### config.mk
export PLATFORM = sky130hd
export DESIGN_NAME = line_buffer_ctrl
export DESIGN_NICKNAME = d
export VERILOG_FILES = /design/src/rtl/line_buffer_ctrl.sv
export SDC_FILE = /design/constraint.sdc
export NUM_CORES = 1
export LEC_CHECK = 0
export BUFFER_PORTS_ARGS = -buffer_cell sky130_fd_sc_hd__buf_4
export CELL_PAD_IN_SITES_DETAIL_PLACEMENT = 1
export CELL_PAD_IN_SITES_GLOBAL_PLACEMENT = 1
export CORE_MARGIN = 8
export CORE_UTILIZATION = 43
export DETAILED_ROUTE_END_ITERATION = 16
export PLACE_DENSITY = 0.95
export REMOVE_ABC_BUFFERS = 1
export SYNTH_ARGS = -nofsm -noshare
export SYNTH_HDL_FRONTEND = slang
export SYNTH_SLANG_ARGS = --single-unit
### constraint.sdc
create_clock -name clk -period 5.7 [get_ports clk]
set_input_delay 1.14 -clock clk [delete_from_list [all_inputs] [get_ports clk]]
set_output_delay 1.14 -clock clk [all_outputs]
set_load 0.1 [all_outputs]
### src/rtl/line_buffer_ctrl.sv
// Line buffer sequencer: writes rows round-robin into four external buffers and streams 3x3 windows from three of them.
// Window output is registered (1 cycle); reads stall on i_out_ready, and the source is never backpressured (o_overflow flags loss).
module line_buffer_ctrl #(
  parameter int IMAGE_WIDTH = 512
) (
  input  logic        clk,
  input  logic        rstN,
  input  logic [7:0]  i_pixel_data,
  input  logic        i_pixel_data_valid,
  input  logic        i_out_ready,
  input  logic [95:0] lb_rd_data,
  output logic [3:0]  lb_data_valid,
  output logic [3:0]  lb_rd_enable,
  output logic [71:0] o_pixel_data,
  output logic        o_pixel_data_valid,
  output logic        o_intr,
  output logic        o_overflow
);

  localparam int CW = $clog2(IMAGE_WIDTH);
  localparam int TW = $clog2(4 * IMAGE_WIDTH) + 1;
  localparam logic [CW-1:0] LAST_COL = CW'(IMAGE_WIDTH - 1);
  localparam logic [TW-1:0] CNT_FULL = TW'(4 * IMAGE_WIDTH);
  localparam logic [TW-1:0] CNT_3ROW = TW'(3 * IMAGE_WIDTH);

  typedef enum logic {IDLE, READ} state_t;

  state_t        state, state_nxt;
  logic [CW-1:0] wr_cnt, rd_cnt;
  logic [1:0]    wr_sel, rd_sel;
  logic [TW-1:0] total_cnt;
  logic          rd_fire, row_done;
  logic [23:0]   lb_row [4];
  logic [71:0]   window;
  logic          unused_pixel;

  // Pixel data goes straight to the buffers outside this block.
  assign unused_pixel = ^i_pixel_data;

  assign rd_fire  = (state == READ) && i_out_ready;
  assign row_done = rd_fire && (rd_cnt == LAST_COL);

  always_comb begin
    lb_data_valid = '0;
    lb_rd_enable  = '0;
    lb_data_valid[wr_sel] = i_pixel_data_valid;
    if (rd_fire) begin
      lb_rd_enable[rd_sel]        = 1'b1;
      lb_rd_enable[rd_sel + 2'd1] = 1'b1;
      lb_rd_enable[rd_sel + 2'd2] = 1'b1;
    end
  end

  always_comb begin
    for (int k = 0; k < 4; k++) begin
      lb_row[k] = lb_rd_data[95 - 24*k -: 24];
    end
    window = {lb_row[rd_sel], lb_row[rd_sel + 2'd1], lb_row[rd_sel + 2'd2]};
  end

  always_comb begin
    state_nxt = state;
    case (state)
      IDLE: if (total_cnt >= CNT_3ROW) state_nxt = READ;
      READ: if (row_done) state_nxt = IDLE;
    endcase
  end

  always_ff @(posedge clk or negedge rstN) begin
    if (!rstN) begin
      state              <= IDLE;
      wr_cnt             <= '0;
      rd_cnt             <= '0;
      wr_sel             <= '0;
      rd_sel             <= '0;
      total_cnt          <= '0;
      o_pixel_data       <= '0;
      o_pixel_data_valid <= 1'b0;
      o_intr             <= 1'b0;
      o_overflow         <= 1'b0;
    end else begin
      state <= state_nxt;

      if (i_pixel_data_valid) begin
        if (wr_cnt == LAST_COL) begin
          wr_cnt <= '0;
          wr_sel <= wr_sel + 2'd1;
        end else begin
          wr_cnt <= wr_cnt + CW'(1);
        end
      end

      if (rd_fire) begin
        if (row_done) begin
          rd_cnt <= '0;
          rd_sel <= rd_sel + 2'd1;
        end else begin
          rd_cnt <= rd_cnt + CW'(1);
        end
      end

      // A write into a full set is still forwarded; the count saturates.
      if (i_pixel_data_valid && !rd_fire) begin
        if (total_cnt == CNT_FULL) o_overflow <= 1'b1;
        else                       total_cnt  <= total_cnt + TW'(1);
      end else if (rd_fire && !i_pixel_data_valid) begin
        total_cnt <= total_cnt - TW'(1);
      end

      o_intr             <= row_done;
      o_pixel_data_valid <= rd_fire;
      if (rd_fire) o_pixel_data <= window;
    end
  end

endmodule

==> Word-level counts from Yosys, hierarchy flattened <==
Index checks and enable logic that the tools add are counted.
{ "op_classes": {"addsub": 7, "n_lt_le_gt_ge": 12, "eq_ne": 4, "muxes": 26, "n_bitwise": 7, "reduce_logical": 15} }
{ "ops": {"columns": ["cell", "n"], "rows": [
  ["24-bit binary-select mux with 2-bit select", 3],
  ["24-bit two-way mux", 6],
  ["12-bit two-way mux", 3],
  ["9-bit by 1-bit adder with 9-bit output, second input constant", 2],
  ["9-bit equality test, second input constant", 2],
  ["9-bit two-way mux", 2],
  ["12-bit by 1-bit adder with 12-bit output, second input constant", 1],
  ["12-bit equality test, second input constant", 1],
  ["12-bit by 11-bit >= comparator with 1-bit output, second input constant", 1],
  ["2-bit by 3-bit < comparator with 1-bit output, second input constant", 4],
  ["12-bit by 1-bit subtractor with 12-bit output, second input constant", 1],
  ["3-bit >= comparator, second input constant", 3],
  ["2-bit NOT with 3-bit output", 3],
  ["1-bit demux with 2-bit select", 4],
  ["2-bit by 1-bit >= comparator with 1-bit output, second input constant", 4],
  ["1-bit logical AND", 8],
  ["4-bit bitwise OR", 2],
  ["2-bit AND reduction", 4],
  ["1-bit two-way mux", 6],
  ["2-bit by 1-bit adder with 2-bit output, second input constant", 2],
  ["4-bit AND", 1],
  ["4-bit two-way mux", 1],
  ["2-bit adder, second input constant", 1],
  ["1-bit logical NOT", 2],
  ["other kinds (4)", 4]
]} }
{ "word_totals": {"ff_bits": 110, "inputBits": 108, "out_inout_bits": 83, "word_cells": 81} }

==> Depth between registers and ports, before layout <==
Gate-level depths: netlist (run 1).
{ "logic_depth": {"ltp_word": 8, "ltp_mapped": 9, "depth_no_buf": 8} }

==> Least setup slack after synthesis (run 1) <==
No wires, ideal clock.
{ "synth_timing": {"path_kind": "input port to output port", "from": "in i_out_ready", "to": "out lb_rd_enable[0]", "arrival_ns": 2.840, "required_ns": 4.560, "path_slack_ns": 1.720, "stages": 4, "n_path_buf": 2, "cell_sequence": "nand2_1 buf_4 clkbuf_1 nor2_1"} }
{ "synth_via": {"elab_chain_len": 2} }
{ "synth_lines": {"columns": ["item", "line_no", "source"], "rows": [
  ["from (decl)", "10", "input logic i_out_ready,"],
  ["1-bit logical AND", "40", "assign rd_fire = (state == READ) && i_out_ready;"],
  ["4-bit two-way mux", "47", "if (rd_fire) begin"],
  ["to (decl)", "13", "output logic [3:0] lb_rd_enable,"]
]} }
Every way passes these cells.

==> Final worst setup path (run 1) <==
{ "layout_timing": {"from": "reg rd_sel[0]", "to": "out lb_rd_enable[1]"} }
{ "layout_via": {"elab_chain_len": 8, "elab_cells_between_ends": 20, "classes_between": "add/sub: 2; order compare: 6; mux: 7; bitwise: 2; reduce/logical: 3"} }
{ "layout_lines": {"columns": ["item", "line_no", "source"], "rows": [
  ["from (decl)", "30", "logic [1:0] wr_sel, rd_sel;"],
  ["from (signal assigned)", "96", "rd_sel <= rd_sel + 2'd1;"],
  ["2-bit by 1-bit adder with 2-bit output", "49", "lb_rd_enable[rd_sel + 2'd1] = 1'b1;"],
  ["2-bit by 3-bit < comparator with 1-bit output (implied by the code) / 2-bit by 1-bit >= comparator with 1-bit output (equally long branches)", "49", null],
  ["1-bit logical AND (implied by the code)", "49", null],
  ["1-bit two-way mux (implied by the code)", "49", null],
  ["1-bit demux with 2-bit select", "49", null],
  ["4-bit bitwise OR (no line)", null, null],
  ["4-bit bitwise OR (no line) (*)", null, null],
  ["4-bit two-way mux (*)", "47", null]
]} }
Every way passes the cells marked *; elsewhere a longest branch is shown, timed or not.

==> results of run 1 <==
-- path summary, 6_finish.rpt --
| kind | to | startpoint | slack, ns |
|---|---|---|---|
| hold / removal | o_pixel_data[49] | o_pixel_data[49] | 0.49 |
| setup / recovery | lb_rd_enable[1] | rd_sel[0] | 2.44 |
| min in group asynchronous | o_pixel_data[47] | rstN | 0.88 |
| setup reg to reg | o_pixel_data[27] | rd_sel[0] | 2.98 |
| hold reg to reg | o_pixel_data[49] | o_pixel_data[49] | 0.49 |
| max in group asynchronous | o_pixel_data[15] | rstN | 3.64 |
-- per-stage QoR --
step / area (sq um) / setup slack (ns) / hold WS, ns
2_1_floorplan: 6250 / 0.258 / 0.456
3_3_place_gp: 7910 / 2.39 / 0.464
3_5_place_dp: 7910 / 2.38 / 0.471
4_1_cts: 8210 / 2.40 / 0.489
5_1_grt: 8210 / 2.28 / 0.504
6_report: 8210 / 2.44 / 0.487
-- registers in the layout (all words and copies together) (netlist names), 2 cells and up --
signal	count
o_pixel_data	72
rd_cnt	9
rd_sel	2
total_cnt	12
wr_cnt	9
wr_sel	2
-- report_power, final --
| part | internal, mW | leakage [nW] | total, mW | switching (mW) |
|---|---|---|---|---|
| logic | 0.376 | 2.49 | 1.13 | 0.752 |
| registers | 0.910 | 1.33 | 1.03 | 0.115 |
| clock network | 0.355 | 0.150 | 0.656 | 0.301 |
| total | 1.64 | 3.97 | 2.81 | 1.17 |
-- kinds of logic (layout without fill, tap and decap cells) --
group                    after synthesis  after routing  share of synthesized area
adder cells (fa/ha/maj)               23             23                     0.0457
flip-flops                           110            110                      0.426
XOR/XNOR                              13             13                     0.0176
AND/OR/NAND/NOR                      183            183                      0.125
multiplexers                         100            100                      0.212
AO/OA/AOI/OAI                        160            160                      0.135
buffers and inverters                 51            215                     0.0380
-- worst max-delay path: cells and delay by family, from the launching register on --
kind                       cells  cell delay, ns
adders and majority gates      1            0.25
buffers and inverters          2            0.52
DFF                            1            0.86
and+or+nand+nor                1            0.14
-- routing by layer --
layer  global-route usage  up-vias
met5                    0        -
met4                0.112        0
met3               0.0534       52
met2                0.393      149
met1                0.224     2767
li1                     -     2588
-- cell usage in the layout, fill, tap and decap left out, types with 5 or more instances in the layout --
master / Yosys / layout
inv_1: 9 / 9
dfrtp_1: 110 / 108
mux4_2: 24 / 24
a21o_1: 6 / 6
and2_1: 6 / 6
mux2i_1: 24 / 24
a21oi_1: 60 / 60
mux2_2: 52 / 52
ha_1: 22 / 22
clkbuf_16: 0 / 9
and3_1: 7 / 7
nand2_1: 82 / 81
xnor2_1: 6 / 6
o21ai_1: 5 / 5
nor2_1: 60 / 60
buf_4: 6 / 188
o21ai_0: 75 / 75
nand2b_1: 5 / 5
xor2_1: 7 / 7
-- cell type report --
type	instances	area, sq um
fillers	1652	6380
multi-input cells	479	3470
inverters	11	43.8
flip-flops and latches	110	2760
well taps	184	230
clock inverters	5	57.6
repair buffers	188	1410
clock buffers	11	243
-- synth_stat cells (all sizes together) (2+ instances only) --
| library cell | instances | area [sq um] |
|---|---|---|
| o2111ai | 2 | 17.5 |
| nor4 | 2 | 12.5 |
| and2 | 6 | 37.5 |
| inv | 11 | 43.8 |
| nand4 | 2 | 18.8 |
| xor2 | 7 | 61.3 |
| buf | 16 | 110 |
| nor2 | 61 | 236 |
| a21oi | 60 | 300 |
| or3 | 4 | 25.0 |
| a21o | 7 | 53.8 |
| o21ai | 80 | 400 |
| dfrtp | 110 | 2750 |
| nand3 | 3 | 15.0 |
| mux2 | 52 | 586 |
| and3 | 9 | 58.8 |
| mux4 | 24 | 541 |
| nor2b | 4 | 25.0 |
| nand2 | 82 | 308 |
| ha | 22 | 275 |
| a31o | 2 | 17.5 |
| nor3 | 2 | 10.0 |
| xnor2 | 6 | 52.6 |
| mux2i | 24 | 240 |
| clkbuf | 24 | 91.3 |
| nand2b | 5 | 31.3 |
==> results.cfg, run 1 <==
[synth]
yosys.cell_types.count = 50
synthCells = 640
syn_area_sq_mm = 0.00646
seq_area_frac_synth = 0.426
synth_ff_type = dfrtp_1
ys_ff_latch = 110
yosys_warnings = 0
synth_edf_count = 0
synth-async-reset-ratio = 1.00
avgSynthCellArea_sq_um = 10.1

[clock_tree]
cts_buffers = 9
cts_tree = built
ctsHoldBuffers = 0
post_cts_buffers = 0
cts_resized = 0
clk_latency_ns = 0.36
cts_sinks = 110
clock_path_buffers = 2
htree_levels = 3
cts-root-buf = clkbuf_16
clk_pin_slew_ns = 0.08

[sta]
drv_slew = 0
clock_skew_ns = 0.00803
max_freq_mhz = 307
relSlewSlack = 0.430
fin_tns_setup_ns = 0
rsz0062_at_grt = no
worst_pin_slew_ns = 0.855
setup_viol = 0
min_period_ns = 3.26
period_share = 0.572
hold_viol = 0

[route]
vias = 5556
wl_met2_microns = 10800
wl_met1_microns = 7830
highest_layer = met4
first_pass_iters = 4
wl_met3_microns = 1010
drt_iter0_markers = 265
wl_microns = 20700
ant_nets = 0
wl_per_cell_microns = 20.9
viasPerCell = 5.62
drcViolationCount = 0

[power_and_ir_drop]
cellLeakagePower_nw = 3.97
peakVddDrop_v = 0.000192
finalPower_mw = 2.81
p_per_area_mw_per_mm2 = 342

[worst_hold_path]
min_path_cells = 2
hold_class = reg2reg

[setup_path]
cpMaxStageDelayCell = dfrtp_4
crit_path_end_kind = output pin
crit_type = reg2out
critPathMaxFanout = 38
reg2regPathDepth = 5
cp-start-kind = register
path_cells = inv_1 > ha_1 > nor2_1 > buf_4
required_ns = 4.56
worstPathArrival_ns = 2.12
slowest_delay_ns = 0.86

[final_layout]
drive_above_1_share = 0.364
final_nets = 930
area_delta_synth_final_pct = 27.2
instances_no_fill = 988
finalCoreUtilization = 0.563
antenna_cells = 0

[floorplan]
dieArea_sq_mm = 0.0192
die_h_microns = 139
fp.dieW_microns = 139
core-area_sq_mm = 0.0146
start_util = 0.443
num_rows = 44
ios = 191

[run]
max_cap_violations = 0

[placed_design]
place_inst = 972
numPortBuffers = 182
place.gp.congestion = 0.837
hpwl_microns = 15100

[global_routing]
grt_pass1_wl_microns = 33600
gr-total-overflow = 0
track_usage = 0.216
grt_max_degree = 90
grt_pass1_vias = 6327
antenna_found_initial = 0

[status]
status = complete, no violations
No activity file was read; power rests on OpenSTA's default activity.
==> inputs of run 2 (changes only) <==
--- a/config.mk
+++ b/config.mk
@@ -9,9 +9,9 @@
 export CELL_PAD_IN_SITES_DETAIL_PLACEMENT = 1
 export CELL_PAD_IN_SITES_GLOBAL_PLACEMENT = 1
 export CORE_MARGIN = 8
-export CORE_UTILIZATION = 43
+export CORE_UTILIZATION = 36
 export DETAILED_ROUTE_END_ITERATION = 16
-export PLACE_DENSITY = 0.95
+export PLACE_DENSITY = 0.85
 export REMOVE_ABC_BUFFERS = 1
 export SYNTH_ARGS = -nofsm -noshare
 export SYNTH_HDL_FRONTEND = slang
==> constraint.sdc (replaced) <==
create_clock -name clk -period 2.9 [get_ports clk]
set_input_delay 0.58 -clock clk [delete_from_list [all_inputs] [get_ports clk]]
set_output_delay 0.58 -clock clk [all_outputs]
set_load 0.1 [all_outputs]
==> run 2 against run 1 <==
Effect of this change:
- cell area is 2.5% higher
- sequential share of layout area decreased by 0.81 points
- worst hold slack worse by 0.24 ns
- via count down 1.3%
- sequential power is 96% higher
- non-clock buffer count is 7 higher
- clock skew decreased by 0.0011 ns
- clock power up 140%
- core utilization is 9.0 points lower
- wire length down 1.9%
- critical path depth unchanged
- critical path type unchanged
- highest routed layer unchanged
==> results.cfg, run 2 (synthesis gave the netlist of run 1 again) <==
[power_and_ir_drop]
cellLeakagePower_nw = 4.04
peakVddDrop_v = 0.000356
p_per_area_mw_per_mm2 = 690

[clock_tree]
ctsHoldBuffers = 0
post_cts_buffers = 0
cts_resized = 0
clk_pin_slew_ns = 0.07
clk_latency_ns = 0.35
cts_tree = built
cts-root-buf = clkbuf_16
cts_buffers = 9
htree_levels = 3
cts_sinks = 110
clock_path_buffers = 2

[sta]
setup_viol = 0
hold_viol = 0
layout_setup_ws_ns = 0.370
relSlewSlack = 0.586
period_share = 0.872
min_period_ns = 2.53
clock_skew_ns = 0.00690
max_freq_mhz = 395
worst_pin_slew_ns = 0.621
rsz0062_at_grt = no
drv_slew = 0

[route]
wl_microns = 20300
vias = 5482
ant_nets = 0
drt_iter0_markers = 212
drcViolationCount = 0
viasPerCell = 5.27
wl_per_cell_microns = 19.5
first_pass_iters = 4

[floorplan]
fp.dieW_microns = 150
num_rows = 49
ios = 191
start_util = 0.363
dieArea_sq_mm = 0.0225
core-area_sq_mm = 0.0178
die_h_microns = 150

[worst_hold_path]
hold_class = in2async

[final_layout]
finalCoreUtilization = 0.473
fill_cells = 2062
final_common_cell = buf_4
largestRegisters = o_pixel_data x72, total_cnt x12
antenna_cells = 0
final_nets = 937
final_cell_mix = buf_4 (194), dfrtp_1 (108), nand2_1 (81)
largest_register = o_pixel_data
drive_above_1_share = 0.371
largest_reg_flops = 72
area_delta_synth_final_pct = 30.3

[status]
status = complete, no violations

[placed_design]
numPortBuffers = 182
place.gp.congestion = 0.819
pre_cts_ws_ns = 0.184
hpwl_microns = 15400

[global_routing]
antenna_found_initial = 0
grt_pass1_wl_microns = 32300
gr-total-overflow = 0
track_usage = 0.182
grt_max_degree = 54
grt_pass1_vias = 5985

[setup_path]
required_ns = 2.32
cp-start-kind = register
cpMaxStageDelayCell = dfrtp_4
critPathTopFamily = flip-flops
slowest_delay_ns = 0.63
crit_path_end_kind = output pin
critPathMaxFanout = 20
crit_type = reg2out
worstPathArrival_ns = 1.95
path_cells = buf_4 > ha_1 > nor2_1 > buf_4
path_buf_inv = 2
cp_common_cell = buf_4
r2r_slack_ns = 0.43

[run]
max_cap_violations = 0
==> run 2: changes by cell type in the layout (fill, tap and decap cells not counted) <==
cell       previous run  this run
buf_12                0         1
buf_4               188       194
bufinv_16             1         4
clkbuf_1              1         0
clkbuf_8              1         2
clkinv_2              2         0
inv_6                 1         0
==> run 2: worst register-to-register path, stage by stage, from the launching register on <==
cell,delay (ns)
dfrtp_1,0.43
a21bo_2,0.36
inv_1,0.14
fa_1,0.43
nor2b_1,0.21
o2111ai_1,0.21
a21oi_1,0.26
o21ai_0,0.11
a31o_1,0.21
==> run 2: final cells by class <==
class                           instances  area, sq um  share of cell area
Timing Repair Buffer                  195         1480               0.176
Tap cell                              229          287              0.0341
Sequential cell                       110         2760               0.328
Multi-Input combinational cell        479         3470               0.412
Clock inverter                          5          129              0.0153
Inverter                               11         43.8             0.00521
Clock buffer                           11          253              0.0300
==> run 2: routing by layer <==
layer | up-vias | share of wire | global-route usage
met5 | - | 0 | 0
met1 | 2702 | 0.41 | 0.209
met2 | 144 | 0.52 | 0.324
met3 | 35 | 0.047 | 0.0336
met4 | 0 | 0.032 | 0.0805
li1 | 2601 | - | -
==> run 2: report_power, final <==
group / internal (mW) / switching (mW) / total, mW
Combinational: 0.744 / 1.47 / 2.21
Sequential: 1.79 / 0.228 / 2.02
Clock: 0.982 / 0.592 / 1.57
Total: 3.51 / 2.29 / 5.81
==> run 2: final timing paths <==
path,start,end,cells after the start
max,rd_sel[0],lb_rd_enable[2],4
min,rstN,wr_cnt[8],1
max reg2reg,state,total_cnt[8],8
min reg2reg,o_overflow,o_overflow,1
max in group asynchronous,rstN,o_pixel_data[6],2
min in group clk,o_overflow,o_overflow,1
==> run 2: stage by stage <==
stage / total power, mW / area [sq um] / TNS, ns / hold slack, ns / std cells
3_3_place_gp: 4.17 / 8030 / 0 / 0.462 / 1024
3_5_place_dp: 4.27 / 8030 / 0 / 0.468 / 1024
4_1_cts: 5.86 / 8410 / 0 / 0.258 / 1040
6_report: 5.81 / 8410 / 0 / 0.245 / 1040
2_1_floorplan: 3.62 / 6250 / -61.51 / 0.284 / 600
5_1_grt: 6.11 / 8410 / 0 / 0.282 / 1040
==> inputs of run 3 (changes only) <==
--- a/config.mk
+++ b/config.mk
@@ -12,6 +12,7 @@
 export CORE_UTILIZATION = 36
 export DETAILED_ROUTE_END_ITERATION = 16
 export PLACE_DENSITY = 0.85
+export RECOVER_POWER = 25
 export REMOVE_ABC_BUFFERS = 1
 export SYNTH_ARGS = -nofsm -noshare
 export SYNTH_HDL_FRONTEND = slang
==> run 3 against run 2 <==
Effect of this change:
- clock-buffer cell count stayed put
- worst hold slack improved by 0.23 ns
- critical endpoint unchanged
- die area is the same
- wire length did not move
- critical path type unchanged
==> results.cfg, run 3 (synthesis gave the netlist of run 1 again) <==
[clock_tree]
clk_latency_ns = 0.35
cts-root-buf = clkbuf_16
cts_tree = built
ctsHoldBuffers = 0
cts_buffers = 9
cts_resized = 0
post_cts_buffers = 0
clock_path_buffers = 2
clk_pin_slew_ns = 0.07
cts_sinks = 110
htree_levels = 3

[setup_path]
crit_path_start = rd_sel[0]
worstPathArrival_ns = 1.95
required_ns = 2.32
cp_common_cell = buf_4
reg2reg_to = total_cnt[8]
cp-start-kind = register
critPathMaxFanout = 20
cpMaxStageDelayCell = dfrtp_4
path_cells = buf_4 > ha_1 > nor2_1 > buf_4
slowest_delay_ns = 0.63
reg2regPathDepth = 8
r2r_slack_ns = 0.43
r2r_start = state
crit_path_end_kind = output pin
crit_type = reg2out
endpoint = lb_rd_enable[2]

[final_layout]
final_cell_mix = buf_4 (192), dfrtp_1 (108), nand2_1 (81)
antenna_cells = 0
drive_above_1_share = 0.370
final_nets = 937
largest_register = o_pixel_data
final_common_cell = buf_4
area_delta_synth_final_pct = 30.2
largestRegisters = o_pixel_data x72, total_cnt x12
largest_reg_flops = 72

[global_routing]
gr-total-overflow = 0
track_usage = 0.182
grt_pass1_vias = 5985
busiest_layer = met2
grt_pass1_wl_microns = 32300
globalRouteMet2Util = 0.324
antenna_found_initial = 0
met3_usage = 0.0336
grt_max_degree = 54
use_met1 = 0.209

[floorplan]
fp.dieW_microns = 150
core-area_sq_mm = 0.0178
dieArea_sq_mm = 0.0225
ios = 191
start_util = 0.363
num_rows = 49
die_h_microns = 150

[power_and_ir_drop]
cellLeakagePower_nw = 4.04
p_per_area_mw_per_mm2 = 691
peakVddDrop_v = 0.000356

[run]
max_cap_violations = 0

[placed_design]
place.gp.congestion = 0.819
numPortBuffers = 182
pre_cts_ws_ns = 0.184
hpwl_microns = 15400

[worst_hold_path]
hold_class = in2async

[sta]
period_share = 0.872
worst_pin_slew_ns = 1.21
hold_viol = 0
drv_slew = 0
min_period_ns = 2.53
fin_tns_setup_ns = 0
fin_hold_ws_ns = 0.478
rsz0062_at_grt = no
relSlewSlack = 0.194
clock_skew_ns = 0.00676
setup_viol = 0
max_freq_mhz = 395
layout_setup_ws_ns = 0.370

[route]
viasPerCell = 5.27
drt_iter0_markers = 212
wl_microns = 20300
ant_nets = 0
first_pass_iters = 4
wl_per_cell_microns = 19.5
drcViolationCount = 0
vias = 5483

[status]
status = complete, no violations
run 3: layout make-up:
class | instances | area (sq um)
Sequential cell | 110 | 2760
Clock inverter | 5 | 129
Inverter | 11 | 43.8
Fill cell | 2064 | 9370
Multi-Input combinational cell | 479 | 3470
Timing Repair Buffer | 195 | 1470
Tap cell | 229 | 287
Clock buffer | 11 | 253
run 3: stage by stage:
stage / utilization / instances / power, mW / instance area [sq um]
floorplan: - / 600 / 3.62 / 6250
global placement: 0.452 / 1024 / 4.17 / 8030
detailed placement: 0.452 / 1024 / 4.27 / 8030
CTS: 0.473 / 1040 / 5.86 / 8410
global route: 0.473 / 1040 / 6.11 / 8410
finish: 0.473 / 1040 / 5.80 / 8410
run 3: metal layers:
layer  share of wire  vias up
li1                -     2601
met5               0        -
met2            0.52      144
met3           0.047       35
met4           0.032        0
met1            0.41     2703
run 3: critical path: cells and delay by family, from the launching register on:
kind	cells	cell delay, ns
buf+inv	2	0.60
simple gates	1	0.16
fa+ha+maj	1	0.21
flops	1	0.63
run 3: how the worst min path moves through the flow:
| stage | end | cells past startpoint |
|---|---|---|
| final | wr_cnt[8] | 1 |
| after global routing | o_overflow | 1 |
| after CTS | wr_cnt[8] | 1 |
| after detailed placement | o_overflow | 1 |
| after global placement | o_pixel_data[17] | 2 |
| after floorplan | o_intr | 0 |
run 3: report_power, final:
group | leakage (nW) | switching, mW | internal [mW] | total, mW
sequential | 1.33 | 0.228 | 1.79 | 2.02
clock | 0.186 | 0.592 | 0.982 | 1.57
combinational | 2.52 | 1.47 | 0.743 | 2.21
total | 4.04 | 2.29 | 3.51 | 5.80
